File: src/rtl/clk_div_gen.sv
// -----------------------------------------------------------------------------
// clk_div_gen
//
// Multi-channel clock divider for the board clock block. Every channel
// produces a registered 50% duty divided clock plus a one-cycle tick strobe
// that marks the cycle in which its divided clock goes 0->1. That strobe lets
// logic stay in the clk_board domain. Channel 0 is the CPU clock. It can be
// stopped cleanly at low level and single-stepped one period at a time.
// Every channel's half-period can be rewritten at run time.
//
// Build option:
//   CLK_STEP_EN  defined   : STEP state and step edge detector are built.
//                undefined : the step port exists but is ignored. HALT only
//                            exits when stop is released.
//
// Parameters:
//   CHANNELS      number of divided outputs (>= 1)
//   CNT_W         width of half-period registers and counters
//   DEFAULT_HALF  packed reset half-periods, channel k at [k*CNT_W +: CNT_W]
//
// Ports:
//   clk_board  in   board clock, all logic on its rising edge
//   rst_n      in   asynchronous active-low reset
//   stop       in   level, request halt of channel 0
//   step       in   level, rising edge requests one CPU period while halted
//   cfg_we     in   one-cycle half-period write strobe
//   cfg_ch     in   channel addressed by cfg_we (out-of-range writes ignored)
//   cfg_half   in   new half-period in clk_board cycles (0 behaves as 1)
//   clk_out    out  divided clocks, registered
//   tick       out  one-cycle strobe coincident with clk_out[k] rising
//   halted     out  high while channel 0 sits in HALT
//
// Channel 0 states:
//   state   | meaning
//   --------+------------------------------------------------------------
//   S_RUN   | free running
//   S_DRAIN | stop requested while clk_out[0] high; run until it falls
//   S_HALT  | counter and clk_out[0] frozen low, halted=1
//   S_STEP  | one full period (rise then fall) out of HALT, then back
// -----------------------------------------------------------------------------
module clk_div_gen #(
    parameter int CHANNELS = 2,
    parameter int CNT_W = 32,
    parameter logic [CHANNELS*CNT_W-1:0] DEFAULT_HALF = {32'd50000, 32'd5000000},
    localparam int CH_W = (CHANNELS > 1) ? $clog2(CHANNELS) : 1
) (
    input  logic                clk_board,
    input  logic                rst_n,
    input  logic                stop,
    input  logic                step,
    input  logic                cfg_we,
    input  logic [CH_W-1:0]     cfg_ch,
    input  logic [CNT_W-1:0]    cfg_half,
    output logic [CHANNELS-1:0] clk_out,
    output logic [CHANNELS-1:0] tick,
    output logic                halted
);

`ifdef CLK_STEP_EN
    typedef enum logic [1:0] {
        S_RUN   = 2'd0,
        S_DRAIN = 2'd1,
        S_HALT  = 2'd2,
        S_STEP  = 2'd3
    } state_t;
`else
    typedef enum logic [1:0] {
        S_RUN   = 2'd0,
        S_DRAIN = 2'd1,
        S_HALT  = 2'd2
    } state_t;
`endif

    state_t state_q;
    state_t state_d;

    logic [CNT_W-1:0]    half_q   [CHANNELS];
    logic [CNT_W-1:0]    cnt_q    [CHANNELS];
    logic [CNT_W-1:0]    eff_half [CHANNELS];
    logic [CHANNELS-1:0] clk_q;
    logic [CHANNELS-1:0] tick_q;
    logic [CHANNELS-1:0] wr_hit;
    logic [CHANNELS-1:0] at_tc;
    logic [CHANNELS-1:0] cnt_en;

    logic run0;       // channel 0 counter advances this cycle
    logic cnt0_clr;   // channel 0 counter restarts at entry to STEP
    logic fall0;      // channel 0 falls this cycle, given it is counting

    // ------------------------------------------------------------------
    // Per-channel decode: terminal count and write-address hit.
    // A programmed half-period of 0 is treated as 1 so the output never
    // stalls and never divides by zero.
    // ------------------------------------------------------------------
    always_comb begin
        for (int k = 0; k < CHANNELS; k++) begin
            eff_half[k] = (half_q[k] == '0) ? CNT_W'(1) : half_q[k];
            at_tc[k]    = (cnt_q[k] == eff_half[k] - CNT_W'(1));
            wr_hit[k]   = cfg_we && (cfg_ch == CH_W'(k));
        end
    end

    always_comb begin
        cnt_en    = '1;
        cnt_en[0] = run0;
    end

    // A write in the same cycle suppresses the toggle, so it cannot end a
    // DRAIN or STEP either.
    assign fall0 = at_tc[0] & ~wr_hit[0] & clk_q[0];

    // ------------------------------------------------------------------
    // Step edge detector. It samples every cycle, so edges seen outside
    // HALT are consumed and never queued.
    // ------------------------------------------------------------------
`ifdef CLK_STEP_EN
    logic step_q;
    logic step_rise;

    always_ff @(posedge clk_board or negedge rst_n) begin
        if (!rst_n) begin
            step_q <= 1'b0;
        end else begin
            step_q <= step;
        end
    end

    assign step_rise = step & ~step_q;
`else
    logic unused_step;
    assign unused_step = step;
`endif

    // ------------------------------------------------------------------
    // Channel 0 control FSM
    // ------------------------------------------------------------------
    always_ff @(posedge clk_board or negedge rst_n) begin
        if (!rst_n) begin
            state_q <= S_RUN;
        end else begin
            state_q <= state_d;
        end
    end

    always_comb begin
        state_d  = state_q;
        run0     = 1'b1;
        cnt0_clr = 1'b0;
        case (state_q)
            S_RUN: begin
                if (stop) begin
                    if (clk_q[0]) begin
                        // Let the high phase finish at full length.
                        state_d = S_DRAIN;
                    end else begin
                        // Already low: freeze here so no new high phase starts.
                        state_d = S_HALT;
                        run0    = 1'b0;
                    end
                end
            end
            S_DRAIN: begin
                if (!stop) begin
                    state_d = S_RUN;
                end else if (fall0) begin
                    state_d = S_HALT;
                end
            end
            S_HALT: begin
                run0 = 1'b0;
                if (!stop) begin
                    state_d = S_RUN;
`ifdef CLK_STEP_EN
                end else if (step_rise) begin
                    // Restart from zero so the stepped period is a full one.
                    state_d  = S_STEP;
                    cnt0_clr = 1'b1;
`endif
                end
            end
`ifdef CLK_STEP_EN
            S_STEP: begin
                // stop is not looked at here; the period always completes.
                if (fall0) begin
                    state_d = S_HALT;
                end
            end
`endif
            default: begin
                state_d = S_RUN;
            end
        endcase
    end

    // ------------------------------------------------------------------
    // Counters, half-period registers and output flops.
    // A config write takes priority over counting for its channel.
    // Its output level is held, and the new half-period applies from
    // the next cycle.
    // ------------------------------------------------------------------
    always_ff @(posedge clk_board or negedge rst_n) begin
        if (!rst_n) begin
            for (int k = 0; k < CHANNELS; k++) begin
                half_q[k] <= DEFAULT_HALF[k*CNT_W +: CNT_W];
                cnt_q[k]  <= '0;
            end
            clk_q  <= '0;
            tick_q <= '0;
        end else begin
            for (int k = 0; k < CHANNELS; k++) begin
                tick_q[k] <= 1'b0;
                if (wr_hit[k]) begin
                    half_q[k] <= cfg_half;
                    cnt_q[k]  <= '0;
                end else if ((k == 0) && cnt0_clr) begin
                    cnt_q[k] <= '0;
                end else if (cnt_en[k]) begin
                    if (at_tc[k]) begin
                        cnt_q[k]  <= '0;
                        clk_q[k]  <= ~clk_q[k];
                        tick_q[k] <= ~clk_q[k];
                    end else begin
                        cnt_q[k] <= cnt_q[k] + CNT_W'(1);
                    end
                end
            end
        end
    end

    assign clk_out = clk_q;
    assign tick    = tick_q;
    assign halted  = (state_q == S_HALT);

endmodule

File: config.mk
export PLATFORM = sky130hd
export DESIGN_NAME = clk_div_gen
export DESIGN_NICKNAME = d
export VERILOG_FILES = /design/src/rtl/clk_div_gen.sv
export SDC_FILE = /design/constraint.sdc
export NUM_CORES = 1
export LEC_CHECK = 0
export CORE_MARGIN = 3
export CORE_UTILIZATION = 35
export DETAILED_ROUTE_END_ITERATION = 12
export HOLD_SLACK_MARGIN = 0.05
export PLACE_DENSITY = 0.63
export SETUP_SLACK_MARGIN = 0.15
export SLEW_MARGIN = 20
export SYNTH_ARGS = -nofsm -noshare
export SYNTH_HDL_FRONTEND = slang
export SYNTH_SLANG_ARGS = --single-unit
export TNS_END_PERCENT = 1
File: constraint.sdc
create_clock -name clk_board -period 5 [get_ports clk_board]
set_clock_uncertainty 0.2 [all_clocks]
set_input_delay 0.75 -clock clk_board [delete_from_list [all_inputs] [get_ports clk_board]]
set_output_delay 0.75 -clock clk_board [all_outputs]
set_load 0.01 [all_outputs]
==> flow_metrics.tcl <==
set metrics [dict create \
    mostFrequentLayoutCell "nand2_1" \
    rows 56 \
    critPathArrivalTime_ps 4670 \
    cp_max_fo 22 \
    static-leakage-power_nw 3.974 \
    vias 7445 \
    ir_drop_v 0.0001827 \
    layout_common_cells "nand2_1, dfrtp_1, nor2_1" \
    initial_core_util_pct 36.26 \
    multiInputGateArea_sq_um 4926 \
    ff2ff_path_depth 14 \
    cp_cell_sequence "nor4_1 > and4_1 > a31oi_1 > ha_1 > nor2b_1 > nand3_1 > or4b_1 > and3_1 > nor4_2 > nand4_1 > or4_1 > buf_4 > a31oi_1 > o22ai_1" \
    crit_type "reg -> reg" \
    fin_nets 1066 \
    insertion_delay_ps 430 \
    powerDensity_nw_per_um2 311.9 \
    cts_buffers 17 \
    grt_max_degree 102 \
    yosysWarnings 0 \
    synth_fp_nets 1035 \
    cts_max_path_buffers 2 \
    timing.final.ws_setup_ps 430.5 \
    synth_top_flop_cell "dfrtp_1" \
    final_util_pct 41.71 \
    gr-total-overflow 0 \
    crit_top_cell "a31oi_1" \
    synth-seq-cells 134 \
    io_pins 43 \
    synth_edf_count 0 \
    slew_headroom_pct 35.29 \
    clockRootBuffer "clkbuf_16" \
    clk_pin_slew_ps 60 \
    track_usage_pct 17.92 \
    min_period_ps 4570 \
    initialDrtViolationCount 611 \
    cts_tree "done" \
    n_antenna_cell 0 \
    slew_violations 0 \
    regArea_sq_um 3371 \
    ant_nets 0 \
    first_pass_iters 5 \
    dpl.hpwl_um 16930 \
    htreeDepth 4 \
    syn_area_sq_um 8663 \
    dieArea_sq_um 26680 \
    numPortBuffers 41 \
    status "completed" \
    rsz0062_at_grt "no" \
    final_layout_size_suffix_gt1_share_pct 11.86 \
    hold_viol 0 \
    worstMarginPinSlew_ps 970.7 \
    viasPerCell 5.490 \
    grt_pass1_wl_um 38250 \
    cp-start-kind "register" \
    drt-wirelength-per-cell_um 17.39 \
    clock_sink_count 134 \
    end_kind "register" \
    cts_hold_buf 0 \
    die_x_um 163.3 \
    ys_async_sr_fraction_pct 100.0 \
    place.gp.congestion 0.9571 \
    slowest_stage "dfstp_2" \
    critPathRequiredTime_ps 5100 \
    dp_slack_ps 437.3 \
    antenna_found_initial 0 \
    drv_cap 0 \
    hold_path_class "in -> async" \
    yosysUniqueCellTypes 71 \
    tns_ps 0 \
    fill_cells 2360 \
    setup_violations 0 \
    syn2layout_area_growth_pct 15.02 \
    period_share_pct 91.39 \
    synth-seq-area-share_pct 38.91 \
    syn_area_per_cell_sq_um 8.724 \
    synthCells 993 \
    coreArea_sq_um 23890 \
    grt_pass1_vias 7089 \
    wl_um 23590 \
    drc 0 \
    dieHeight_um 163.3 \
    critPathMaxStageDelay_ps 660 \
    fmax_mhz 218.8 \
]
kinds of logic (layout without fill, tap and decap cells):
group                      after synthesis  in the layout  share of synthesized area, %
AOI/OAI and AO/OA                      127            127                         10.46
xor gates and xnor gates               108            108                         10.92
adders and majority gates                4              4                        0.5777
buffers and inverters                   85            129                         4.405
DFF                                    134            134                         38.91
muxes                                   50             50                         6.282
and+or+nand+nor                        485            485                         28.45
cell usage after synthesis (7+ instances only):
master / instances / area (sq um)
nand2_1: 154 / 578.1
dfrtp_1: 120 / 3003
nor2_1: 82 / 307.8
xnor2_1: 64 / 560.5
nand3_1: 61 / 305.3
xor2_1: 44 / 385.4
nand4_1: 37 / 231.5
clkbuf_1: 35 / 131.4
mux2_2: 35 / 394.1
nor3_1: 31 / 155.2
inv_1: 30 / 112.6
a31oi_1: 20 / 125.1
and3_1: 20 / 125.1
nor4_1: 18 / 112.6
o21ai_0: 18 / 90.09
mux2i_1: 15 / 150.1
dfstp_2: 14 / 367.9
o311ai_1: 13 / 113.9
nand2b_1: 11 / 68.82
or3_1: 11 / 68.82
nor2b_1: 10 / 62.56
o211ai_1: 10 / 75.07
or4_1: 10 / 75.07
a21oi_1: 9 / 45.04
and4_1: 8 / 70.07
buf_2: 8 / 40.04
o22ai_1: 8 / 50.05
a211oi_1: 7 / 52.55
o31ai_1: 7 / 52.55
metrics by stage:
step                      instances  hold slack, ps  total power [mW]  instance area, sq um
after global routing           1356           312.3             3.251                  9965
after detailed placement       1324           261.1             1.930                  9418
after global placement         1324           266.0             1.921                  9418
after CTS                      1356           282.4             3.123                  9955
final                          1356           234.8             3.107                  9965
after floorplan                 993           254.4             1.715                  8663
final cells by class:
type                            instances  share of cell area [%]
Multi-Input combinational cell        774                   49.43
Inverter                               30                   1.130
Clock buffer                           23                   4.596
Timing Repair Buffer                   67                   6.215
Sequential cell                       134                   33.83
Tap cell                              319                   4.006
Clock inverter                          9                  0.7911
power by group:
part           total, mW  switching [mW]  internal (mW)  leakage (nW)
registers           1.34           0.153           1.18          1.72
clock network       1.18           0.492          0.693         0.261
logic              0.587           0.321          0.266          2.00
state kept, by name, summed over array words and instances, names as in the netlist:
name	count
cnt_q	64
clk_out	2
state_q	2
half_q	64
tick	2
worst paths after layout:
kind                       startpoint          to  slack, ps
setup / recovery           half_q[43]   cnt_q[59]        430
hold / removal                  rst_n  state_q[0]        230
setup reg to reg           half_q[43]   cnt_q[59]        430
hold reg to reg            clk_out[1]     tick[1]        280
max in group asynchronous       rst_n  half_q[14]       3310
min in group clk_board     clk_out[1]     tick[1]        280
per-layer routing:
metal	GRT usage, %	vias up	wire [um]
li1	-	3624	-
met1	26.69	3607	11960
met2	26.66	196	10080
met3	3.475	18	1269
met4	4.498	0	278
met5	0	-	0
timing repair:
action	CTS	global route
gates resized for setup	0	2
setup buffers	0	0
endpoints found under the setup margin	0	24
worst max-delay path: cells and delay by family (launching register included):
kind | cells | cell delay, ps
AND/OR/NAND/NOR | 9 | 2410
flip-flops | 1 | 660
AO/OA/AOI/OAI | 3 | 590
adder cells (fa/ha/maj) | 1 | 290
buffers and inverters | 1 | 270
Power figures use the tool's default switching activity.
